==> config.mk <==
export PLATFORM = sky130hd
export DESIGN_NAME = exu_div_seq
export DESIGN_NICKNAME = d
export VERILOG_FILES = /design/src/rtl/exu_div_seq_pkg.sv /design/src/rtl/exu_div_seq_div_step.sv /design/src/rtl/exu_div_seq.sv
export SDC_FILE = /design/constraint.sdc
export NUM_CORES = 1
export LEC_CHECK = 0
export BUFFER_PORTS_ARGS = -buffer_cell sky130_fd_sc_hd__buf_2
export CAP_MARGIN = 20
export CELL_PAD_IN_SITES_DETAIL_PLACEMENT = 1
export CELL_PAD_IN_SITES_GLOBAL_PLACEMENT = 1
export CORE_MARGIN = 3
export CORE_UTILIZATION = 46
export DETAILED_ROUTE_END_ITERATION = 7
export GPL_TIMING_DRIVEN = 1
export PLACE_DENSITY = 0.85
export SLEW_MARGIN = 20
export SYNTH_ARGS = -nofsm -noshare
export SYNTH_HDL_FRONTEND = slang
export SYNTH_SLANG_ARGS = --single-unit
==> constraint.sdc <==
create_clock -name clk -period 10.2 [get_ports clk]
set_clock_uncertainty 0.1 [all_clocks]
set_input_delay 0.51 -clock clk [delete_from_list [all_inputs] [get_ports clk]]
set_output_delay 0.51 -clock clk [all_outputs]
set_load 0.05 [all_outputs]
==> src/rtl/exu_div_seq_pkg.sv <==
// Shared definitions for the EXU divide sequencer: op codes, FSM states,
// iteration counts and the divide-op decoder.
package exu_div_seq_pkg;

  localparam int EXU_OPT_WIDTH = 6;

  localparam logic [EXU_OPT_WIDTH-1:0] EXU_DIV   = 6'd24;
  localparam logic [EXU_OPT_WIDTH-1:0] EXU_DIVU  = 6'd25;
  localparam logic [EXU_OPT_WIDTH-1:0] EXU_REM   = 6'd26;
  localparam logic [EXU_OPT_WIDTH-1:0] EXU_REMU  = 6'd27;
  localparam logic [EXU_OPT_WIDTH-1:0] EXU_DIVW  = 6'd28;
  localparam logic [EXU_OPT_WIDTH-1:0] EXU_DIVUW = 6'd29;
  localparam logic [EXU_OPT_WIDTH-1:0] EXU_REMW  = 6'd30;
  localparam logic [EXU_OPT_WIDTH-1:0] EXU_REMUW = 6'd31;

  localparam int DIV_ITER_D = 64;
  localparam int DIV_ITER_W = 32;

  typedef enum logic [1:0] {
    DIV_IDLE = 2'd0,
    DIV_CALC = 2'd1,
    DIV_DONE = 2'd2
  } div_state_t;

  typedef struct packed {
    logic is_div;
    logic is_signed;
    logic is_rem;
    logic is_w;
  } div_op_t;

  function automatic div_op_t decode_div_op(input logic [EXU_OPT_WIDTH-1:0] opt);
    div_op_t d;
    d = '0;
    case (opt)
      EXU_DIV:   d = '{1'b1, 1'b1, 1'b0, 1'b0};
      EXU_DIVU:  d = '{1'b1, 1'b0, 1'b0, 1'b0};
      EXU_REM:   d = '{1'b1, 1'b1, 1'b1, 1'b0};
      EXU_REMU:  d = '{1'b1, 1'b0, 1'b1, 1'b0};
      EXU_DIVW:  d = '{1'b1, 1'b1, 1'b0, 1'b1};
      EXU_DIVUW: d = '{1'b1, 1'b0, 1'b0, 1'b1};
      EXU_REMW:  d = '{1'b1, 1'b1, 1'b1, 1'b1};
      EXU_REMUW: d = '{1'b1, 1'b0, 1'b1, 1'b1};
      default:   d = '0;
    endcase
    return d;
  endfunction

endpackage

==> src/rtl/exu_div_seq_div_step.sv <==
// One restoring-division step: shift {rem,quo} left by one and subtract the
// divisor when it fits, recording the outcome in the quotient LSB.
module div_step #(
  parameter int W = 64
) (
  input  logic [W-1:0] rem_i,
  input  logic [W-1:0] quo_i,
  input  logic [W-1:0] dvs_i,
  output logic [W-1:0] rem_o,
  output logic [W-1:0] quo_o
);

  logic [W:0] rem_sh;
  logic [W:0] diff;

  assign rem_sh = {rem_i, quo_i[W-1]};
  assign diff   = rem_sh - {1'b0, dvs_i};

  // rem < divisor always holds, so a non-negative difference fits in W bits
  // and bit W of the difference is a clean borrow flag.
  always_comb begin
    if (!diff[W]) begin
      rem_o = diff[W-1:0];
      quo_o = {quo_i[W-2:0], 1'b1};
    end else begin
      rem_o = rem_sh[W-1:0];
      quo_o = {quo_i[W-2:0], 1'b0};
    end
  end

endmodule

==> src/rtl/exu_div_seq.sv <==
// Multi-cycle RV64M divide/remainder unit: operand prep, one-bit-per-cycle
// restoring divide, sign fix-up and valid/ready handshakes on both sides.
module exu_div_seq
  import exu_div_seq_pkg::*;
#(
  parameter int XLEN  = 64,
  parameter int CNT_W = 7
) (
  input  logic                     clk,
  input  logic                     rst,
  input  logic                     i_valid,
  output logic                     o_ready,
  input  logic [EXU_OPT_WIDTH-1:0] i_exopt,
  input  logic [XLEN-1:0]          i_src1,
  input  logic [XLEN-1:0]          i_src2,
  input  logic                     i_flush,
  output logic                     o_valid,
  input  logic                     i_ready,
  output logic [XLEN-1:0]          o_result
);

  localparam logic [XLEN-1:0]  XMIN   = {1'b1, {(XLEN-1){1'b0}}};
  localparam logic [CNT_W-1:0] ITER_D = CNT_W'(DIV_ITER_D);
  localparam logic [CNT_W-1:0] ITER_W = CNT_W'(DIV_ITER_W);

  function automatic logic [XLEN-1:0] sext32(input logic [31:0] v);
    return {{(XLEN-32){v[31]}}, v};
  endfunction

  div_state_t       state_q, state_d;
  logic [CNT_W-1:0] cnt_q, cnt_d;
  logic [XLEN-1:0]  rem_q, rem_d;
  logic [XLEN-1:0]  quo_q, quo_d;
  logic [XLEN-1:0]  dvs_q, dvs_d;
  logic [XLEN-1:0]  res_q, res_d;
  logic             q_neg_q, q_neg_d;
  logic             r_neg_q, r_neg_d;
  logic             is_rem_q, is_rem_d;
  logic             is_w_q, is_w_d;

  div_op_t          op;
  logic [XLEN-1:0]  src1_ext, src2_ext, src1_mag, src2_mag, quo_init;
  logic [XLEN-1:0]  spc_quo, spc_rem;
  logic             sign1, sign2, div_zero, ovf, accept;
  logic [XLEN-1:0]  step_rem, step_quo;
  logic [XLEN-1:0]  fix_quo, fix_rem, fix_sel, fix_res;
  logic [CNT_W-1:0] iter_n;

  assign op       = decode_div_op(i_exopt);
  assign o_ready  = (state_q == DIV_IDLE) & ~i_flush;
  assign accept   = i_valid & o_ready & op.is_div;
  assign o_valid  = (state_q == DIV_DONE);
  assign o_result = res_q;
  assign iter_n   = is_w_q ? ITER_W : ITER_D;

  always_comb begin
    if (op.is_w) begin
      src1_ext = op.is_signed ? sext32(i_src1[31:0]) : {{(XLEN-32){1'b0}}, i_src1[31:0]};
      src2_ext = op.is_signed ? sext32(i_src2[31:0]) : {{(XLEN-32){1'b0}}, i_src2[31:0]};
    end else begin
      src1_ext = i_src1;
      src2_ext = i_src2;
    end
    sign1    = op.is_signed & src1_ext[XLEN-1];
    sign2    = op.is_signed & src2_ext[XLEN-1];
    src1_mag = sign1 ? -src1_ext : src1_ext;
    src2_mag = sign2 ? -src2_ext : src2_ext;
    // W dividends sit in the upper half so 32 steps leave the quotient in [31:0].
    quo_init = op.is_w ? (src1_mag << 32) : src1_mag;
    div_zero = (src2_ext == '0);
    ovf      = op.is_signed & (src1_ext == (op.is_w ? sext32(32'h8000_0000) : XMIN))
               & (&src2_ext);
    spc_quo  = div_zero ? '1 : (op.is_w ? sext32(32'h8000_0000) : XMIN);
    spc_rem  = div_zero ? (op.is_w ? sext32(i_src1[31:0]) : i_src1) : '0;
  end

  div_step #(.W(XLEN)) u_step (
    .rem_i (rem_q),
    .quo_i (quo_q),
    .dvs_i (dvs_q),
    .rem_o (step_rem),
    .quo_o (step_quo)
  );

  always_comb begin
    fix_quo = q_neg_q ? -step_quo : step_quo;
    fix_rem = r_neg_q ? -step_rem : step_rem;
    fix_sel = is_rem_q ? fix_rem : fix_quo;
    fix_res = is_w_q ? sext32(fix_sel[31:0]) : fix_sel;
  end

  always_comb begin
    state_d  = state_q;
    cnt_d    = cnt_q;
    rem_d    = rem_q;
    quo_d    = quo_q;
    dvs_d    = dvs_q;
    res_d    = res_q;
    q_neg_d  = q_neg_q;
    r_neg_d  = r_neg_q;
    is_rem_d = is_rem_q;
    is_w_d   = is_w_q;
    unique case (state_q)
      DIV_IDLE: begin
        if (accept) begin
          cnt_d    = '0;
          q_neg_d  = sign1 ^ sign2;
          r_neg_d  = sign1;
          is_rem_d = op.is_rem;
          is_w_d   = op.is_w;
          if (div_zero | ovf) begin
            state_d = DIV_DONE;
            res_d   = op.is_rem ? spc_rem : spc_quo;
          end else begin
            state_d = DIV_CALC;
            rem_d   = '0;
            quo_d   = quo_init;
            dvs_d   = src2_mag;
          end
        end
      end
      DIV_CALC: begin
        rem_d = step_rem;
        quo_d = step_quo;
        cnt_d = cnt_q + CNT_W'(1);
        if (cnt_d == iter_n) begin
          state_d = DIV_DONE;
          res_d   = fix_res;
        end
      end
      DIV_DONE: begin
        if (i_ready) state_d = DIV_IDLE;
      end
      default: state_d = DIV_IDLE;
    endcase
    // Flush beats everything, including a same-cycle consume.
    if (i_flush) begin
      state_d = DIV_IDLE;
      res_d   = '0;
    end
  end

  always_ff @(posedge clk or posedge rst) begin
    if (rst) begin
      state_q  <= DIV_IDLE;
      cnt_q    <= '0;
      rem_q    <= '0;
      quo_q    <= '0;
      dvs_q    <= '0;
      res_q    <= '0;
      q_neg_q  <= 1'b0;
      r_neg_q  <= 1'b0;
      is_rem_q <= 1'b0;
      is_w_q   <= 1'b0;
    end else begin
      state_q  <= state_d;
      cnt_q    <= cnt_d;
      rem_q    <= rem_d;
      quo_q    <= quo_d;
      dvs_q    <= dvs_d;
      res_q    <= res_d;
      q_neg_q  <= q_neg_d;
      r_neg_q  <= r_neg_d;
      is_rem_q <= is_rem_d;
      is_w_q   <= is_w_d;
    end
  end

endmodule

==> metrics.md, run 1 <==
| Metric | Value |
|---|---|
| Status | completed |
| Post-CTS Setup Repair Bufs | 0 |
| Hold Path Class | in2reg |
| HPWL Detailed | 93,800 µm |
| Mapped cell area | 25,800 µm² |
| Critical Path RT | 10.55 ns |
| Row Count | 86 |
| Max_cap viols | 0 |
| Yosys top cell area share | 26.1% |
| Root buffer cell | clkbuf_16 |
| 1st-pass router iterations | 6 |
| Worst slew pin tran | 1.17 ns |
| Top cells by area, synth | dfrtp_1, o21ai_0, nand2_1 |
| Share of layout cells above drive strength 1 | 10.3% |
| Nets | 3,785 |
| PortBufs | 204 |
| Initial Util | 46.7% |
| Synth Net Count | 3,737 |
| Post-synthesis sequential area ratio | 26.1% |
| Mean Syn Cell Area | 7.32 µm² |
| Vias in the first global route | 29,000 |
| Top_reg_cell synth | dfrtp_1 |
| Synth-to-Final Area Change | 10.2% |
| Startpoint Class | register |
| DRT met1 WL | 50,100 µm |
| CTS tree | yes |
| Via Count | 30,100 |
| Routed Wire Length | 123,000 µm |
| Worst stage delay on the critical path | 0.71 ns |
| Skew-Pair Late Insertion Delay | 0.57 ns |
| H-tree Lvls | 2 |
| RR Startpoint | rem_q[4]$_DFFE_PP0P_ |
| Critical path data arrival time | 7.85 ns |
| Max-slew headroom | 21.8% |
| Synth cell types | 104 |
| WL/cell | 28.2 µm |
| Worst ir drop on vdd | 0.237 mV |
| Reg-to-reg slack, setup | 2.70 ns |
| #FFs+latches synth | 269 |
| CP Cell Sequence | ha_1 -> a21oi_1 -> nand2_1 -> o21ai_2 -> a2111oi_2 -> nor3_1 -> a211oi_4 -> inv_2 -> nor2_1 -> a21oi_1 -> ha_1 -> nand3_1 -> mux2_2 -> nor3_1 -> nand2_1 -> nor3_1 -> a41oi_1 -> a211o_1 -> o41ai_1 -> xnor2_1 -> nand2_1 -> a32o_1 |
| Gr ovfl total | 0 |
| CTS sink cnt | 269 |
| Final min period | 7.50 ns |
| Met3 WL | 12,900 µm |
| I/O pin count | 205 |
| All-Layer GR Usage | 40.0% |
| Reg clk slew, reported paths | 0.06 ns |
| Via density | 6.92 |
| WHS Path Cells | 3 |
| Clk buf depth | 3 |
| Post-synth EDFFs | 0 |
| DRC errors left | 0 |
| Die W | 243 µm |
| Highest routing layer actually used | met5 |
| Filler Cell Count | 7,133 |
| FMAX | 133 MHz |
| GP Congestion | 1.04 |
| RSZ-0062 raised after global routing | false |
| Post-CTS sizing | 0 |
| Final worst path period share | 73.5% |
| Global-route wire length before repair | 183,000 µm |
| Largest net degree at the start of global routing | 146 |
| Crit. End Element | register |
| Hold Buf Count CTS | 1 |
| Setup Total Neg Slack | 0 ns |
| Total CTS buffers | 37 |
| Post-synthesis cell count | 3,527 |
| Final hold vios | 0 |
| Setup CP Type | reg2reg |
| Final setup fails | 0 |
| Pins Over Slew Limit | 0 |
| Critical path's slowest cell | nor3_1 |
| WP buf/inv | 1 |
| Initial antenna violation count | 8 |
| Power Density | 305 nW/µm² |
| Ys async rst share | 100% |
| FF-to-FF path depth | 22 |
| Worst hold slack | 0.153 ns |
| Initial DRC Count | 3,526 |
| RR Endpoint | o_result[54]$_DFFE_PP0P_ |
| Met2 routed WL | 52,800 µm |
| P_leak | 11.6 nW |
| Die H | 243 µm |
| Hold_sp | i_ready |
| Min-Delay Endpoint | state_q[1]$_DFFE_PP0P_ |
| Area of the core | 55,300 µm² |
| Ys Warns | 0 |
| Leading area contributor after synthesis | dfrtp_1 |
| Synth cell count leaders | nand2_1, o21ai_0, nor2_1 |
| Max Fanout on Critical Path | 30 |
| Critical path's top delay family | compound AO/OA/AOI/OAI gates |
| Routed Antenna Nets | 0 |
| Most frequent cell after synthesis | nand2_1 |
| Die ar. | 59,000 µm² |
worst max path at each step:
stage,from,end,slack [ns],cells after the start
floorplan,rst,cnt_q[0]$_DFFE_PP0P_,2.18,1
global placement,rem_q[4]$_DFFE_PP0P_,o_result[54]$_DFFE_PP0P_,3.37,22
detailed placement,rem_q[4]$_DFFE_PP0P_,o_result[54]$_DFFE_PP0P_,3.10,22
CTS,rem_q[4]$_DFFE_PP0P_,o_result[54]$_DFFE_PP0P_,2.95,22
global route,rem_q[4]$_DFFE_PP0P_,o_result[44]$_DFFE_PP0P_,2.27,22
finish,rem_q[4]$_DFFE_PP0P_,o_result[54]$_DFFE_PP0P_,2.70,22
cell type report:
class / instances / area, µm² / area share (%)
clock buffers: 53 / 1100 / 3.86
clock inverters: 14 / 161 / 0.567
inverters: 106 / 405 / 1.42
multi-input cells: 2924 / 17800 / 62.6
diodes: 2 / 5.00 / 0.0176
flip-flops and latches: 269 / 6740 / 23.7
well taps: 748 / 936 / 3.29
repair buffers: 237 / 1300 / 4.55
sequential cells by signal, indices dropped and copies added (netlist names):
signal and cells:
dvs_q 64, o_result 64, quo_q 64, rem_q 64
cnt_q 7, state_q 2, is_rem_q 1, is_w_q 1
q_neg_q 1, r_neg_q 1
cells in the final DEF (no fill, tap or decap), types with 10 or more instances in the layout:
cell type / count
nand2_1: 450
o21ai_0: 389
nor2_1: 325
a21oi_1: 309
dfrtp_1: 266
buf_2: 204
xor2_1: 141
nor3_1: 112
xnor2_1: 109
inv_1: 102
o31ai_1: 83
ha_1: 70
nand4_1: 65
a211oi_1: 64
nand3_1: 64
mux2i_1: 58
nor4_1: 57
a22oi_1: 43
or3_1: 41
clkbuf_16: 39
o211ai_1: 33
o21a_1: 31
a31oi_1: 30
buf_4: 30
or4_1: 28
nand2b_1: 28
o41ai_1: 25
and2_1: 23
a21o_1: 22
and3_1: 20
a221o_1: 19
nor2b_1: 17
a22o_1: 15
o221ai_1: 14
and4_1: 13
a41oi_1: 12
o21ai_1: 10
nand3b_1: 10
a211o_1: 10
power by group:
group / leakage (nW) / switching (mW) / internal, mW
combinational: 7.51 / 3.80 / 1.70
sequential: 3.44 / 0.444 / 1.35
clock: 0.619 / 0.561 / 0.828
total: 11.6 / 4.80 / 3.88
per-stage QoR:
| step | power [mW] | utilization [%] | cell area (µm²) | cells | worst slack [ns] |
|---|---|---|---|---|---|
| finish | 8.68 | 51.5 | 28500 | 4353 | 2.70 |
| global route | 9.12 | 51.5 | 28500 | 4352 | 2.27 |
| CTS | 8.47 | 51.5 | 28500 | 4351 | 2.95 |
| global placement | 6.94 | 49.2 | 27200 | 4283 | 3.37 |
| detailed placement | 7.04 | 49.2 | 27200 | 4283 | 3.10 |
| floorplan | 5.28 | - | 25800 | 3527 | 2.18 |
per-layer routing:
metal / vias up / GRT usage, %
met2: 1688 / 60.2
met4: 6 / 19.3
met3: 375 / 9.96
met1: 15000 / 53.7
met5: - / 0
li1: 13100 / -
cells by family after synthesis:
family | share of synthesized area, %
flip-flops | 26.1
buffers and inverters | 5.14
AND/OR/NAND/NOR | 24.4
XOR/XNOR | 8.48
adder cells (fa/ha/maj) | 3.47
multiplexers | 2.47
AO/OA/AOI/OAI | 30.0
worst reg2reg max path: stages, from the launching register on:
cell	delay [ns]
dfrtp_1	0.47
ha_1	0.47
a21oi_1	0.44
nand2_1	0.22
o21ai_2	0.30
a2111oi_2	0.16
nor3_1	0.71
a211oi_4	0.15
inv_2	0.53
nor2_1	0.14
a21oi_1	0.30
ha_1	0.29
nand3_1	0.10
mux2_2	0.28
nor3_1	0.29
nand2_1	0.22
nor3_1	0.49
a41oi_1	0.26
a211o_1	0.43
o41ai_1	0.47
xnor2_1	0.17
nand2_1	0.07
a32o_1	0.29
No activity file was read; power rests on OpenSTA's default activity.
==> run 2: changes to the inputs <==
- clock period: 10.2 -> 7.62 ns (I/O delays scaled with it)
==> run 2 against run 1 <==
  * Total power up 31%
  * Clock-buffer cell count down 5
  * Worst setup slack worse by 1.9 ns
  * Hold slack worse by 0.13 ns
  * Global-route usage down 0.92 points
  * Non-clock buffer count up 10
  * First-iteration DRC count down 4.2%
  * Flip-flop and latch count unchanged
  * Core utilization about the same
  * Sequential share of layout area about the same
  * Sequential power up 33%
  * Critical endpoint unchanged
  * Highest routed layer unchanged
==> metrics.md, run 2 (synthesis gave the netlist of run 1 again) <==
| Metric | Value |
|---|---|
| Status | completed |
| Highest routing layer actually used | met5 |
| Final core utilization | 51.5% (about the same) |
| FMAX | 146 MHz (+9.2%) |
| RSZ-0062 raised after global routing | false |
| Initial antenna violation count | 5 (-3) |
| Routed Antenna Nets | 0 (unchanged) |
| Global-route wire length before repair | 179,000 µm (-2.1%) |
| Via density | 6.79 (-1.8%) |
| Skew-Pair Late Insertion Delay | 0.59 ns (+0.02 ns) |
| Power Density | 401 nW/µm² (+31%) |
| Pwr Total | 11.4 mW (+31%) |
| DRC errors left | 0 (unchanged) |
| Share of layout cells above drive strength 1 | 10.5% (+0.14 points) |
| P_leak | 11.6 nW (about the same) |
| Worst slew pin tran | 1.23 ns (+0.0636 ns) |
| Max_cap viols | 0 (unchanged) |
| Final worst path period share | 90.1% (+17 points) |
| Initial DRC Count | 3,377 (-4.2%) |
| 1st-pass router iterations | 5 (-1) |
| Total CTS buffers | 36 (-2.7%) |
| CTS tree | yes |
| Hold Path Class | in2reg |
| All-Layer GR Usage | 39.1% (-0.92 points) |
| Clk buf depth | 3 (unchanged) |
| WL/cell | 27.5 µm (-2.5%) |
| Filler Cell Count | 7,210 (+1.1%) |
| Vias in the first global route | 28,600 (-1.4%) |
| Area of the core | 55,300 µm² (unchanged) |
| Setup CP Type | reg2reg |
| Routed Wire Length | 120,000 µm (-2.3%) |
| PortBufs | 204 (unchanged) |
| Final hold vios | 0 (unchanged) |
| Setup Total Neg Slack | 0 ns (unchanged) |
| Die ar. | 59,000 µm² (unchanged) |
| Largest net degree at the start of global routing | 149 (+2.1%) |
| Synth-to-Final Area Change | 10.3% (about the same) |
| Nets | 3,794 (+0.24%) |
| CTS sink cnt | 269 (unchanged) |
| Post-CTS sizing | 0 (unchanged) |
| DRT met1 WL | 49,800 µm (-0.65%) |
| Startpoint Class | register |
| Final min period | 6.87 ns (-0.630 ns) |
| Worst ir drop on vdd | 0.410 mV (+73%) |
| Die W | 243 µm (unchanged) |
| Met3 WL | 12,200 µm (-5.9%) |
| Max Fanout on Critical Path | 8 (-73%) |
| Reg clk slew, reported paths | 0.07 ns (about the same) |
| Gr ovfl total | 0 (unchanged) |
| Pins Over Slew Limit | 0 (unchanged) |
| FF/Latch Area | 6740 µm² (unchanged) |
| Root buffer cell | clkbuf_16 |
| Area taken by multi-input logic gates | 17,800 µm² (unchanged) |
| Max-slew headroom | 17.1% (-4.7 points) |
| Initial Util | 46.7% (unchanged) |
| HPWL Detailed | 92,400 µm (-1.6%) |
| Critical path data arrival time | 7.24 ns (-0.61 ns) |
| I/O pin count | 205 (unchanged) |
| Commonest non-fill, non-tap cell in the layout | nand2_1 |
| Final setup fails | 0 (unchanged) |
| Via Count | 29,600 (-1.6%) |
| GP Congestion | 1.01 (-2.7%) |
| Row Count | 86 (unchanged) |
| Crit. End Element | register |
| Critical Path RT | 8.00 ns (-2.55 ns) |
| Met2 routed WL | 52,000 µm (-1.6%) |
| Die H | 243 µm (unchanged) |
| Most frequent cells in the layout | nand2_1, o21ai_0, nor2_1, a21oi_1, dfrtp_1 |
| H-tree Lvls | 2 (unchanged) |
[run 2: timing repair]
action,4_1_cts,5_1_grt
setup buffers,0,0
hold buffers,2,0
endpoints found under the hold margin,21,0
[run 2: report_power, final]
group | leakage, nW | total, mW | internal, mW | switching [mW]
combinational | 7.56 | 7.26 | 2.29 | 4.98
clock | 0.574 | 1.74 | 0.988 | 0.753
sequential | 3.44 | 2.40 | 1.81 | 0.596
[run 2: final timing paths]
check	start	endpoint	slack, ns	cells past startpoint
worst max-delay path	quo_q[63]$_DFFE_PP0P_	o_result[54]$_DFFE_PP0P_	0.75	24
worst min register to register	o_result[23]$_DFFE_PP0P_	o_result[23]$_DFFE_PP0P_	0.38	2
worst min-delay path	i_exopt[1]	is_rem_q$_DFFE_PP0P_	0.02	2
max in group asynchronous	rst	dvs_q[46]$_DFFE_PP0P_	5.16	5
min in group asynchronous	rst	o_result[51]$_DFFE_PP0P_	0.28	3
worst max register to register	quo_q[63]$_DFFE_PP0P_	o_result[54]$_DFFE_PP0P_	0.75	24
[run 2: worst max-delay path, cell delays in order, from the launching register on]
cell and delay (ns):
dfrtp_1 0.38, inv_1 0.07, ha_1 0.22, fa_1 0.42
nor2b_1 0.22, o31a_1 0.35, o21ai_2 0.18, a2111oi_2 0.44
nor3_1 0.10, buf_4 0.19, a211oi_4 0.36, inv_2 0.12
a21oi_1 0.26, ha_1 0.27, nand3_1 0.09, mux2_2 0.29
nor3_1 0.31, nand2_1 0.21, nor3_1 0.49, a41oi_1 0.27
a211o_1 0.42, o41ai_1 0.46, xnor2_1 0.18, nand2_1 0.08
a32o_1 0.29
[run 2: routing by layer]
metal | up-vias | GRT usage [%]
met4 | 4 | 16.6
met5 | - | 0
li1 | 13100 | -
met3 | 322 | 9.53
met2 | 1608 | 59.6
met1 | 14600 | 52.8
[run 2: final cells by class]
cell class | count | area share [%]
Inverter | 106 | 1.41
Antenna cell | 2 | 0.0176
Clock inverter | 18 | 0.624
Tap cell | 748 | 3.29
Multi-Input combinational cell | 2924 | 62.6
Clock buffer | 48 | 3.46
Sequential cell | 269 | 23.6
Timing Repair Buffer | 247 | 4.93
[run 2: per-stage QoR]
step                      instances  hold slack (ns)  setup WS [ns]  area, µm²
after floorplan                3527            0.349           1.24      25800
after global placement         4289            0.348           1.24      27300
after detailed placement       4290            0.349           1.02      27300
after CTS                      4358           0.0115          0.875      28400
after global routing           4361           0.0214          0.229      28500
final                          4362           0.0250          0.755      28500
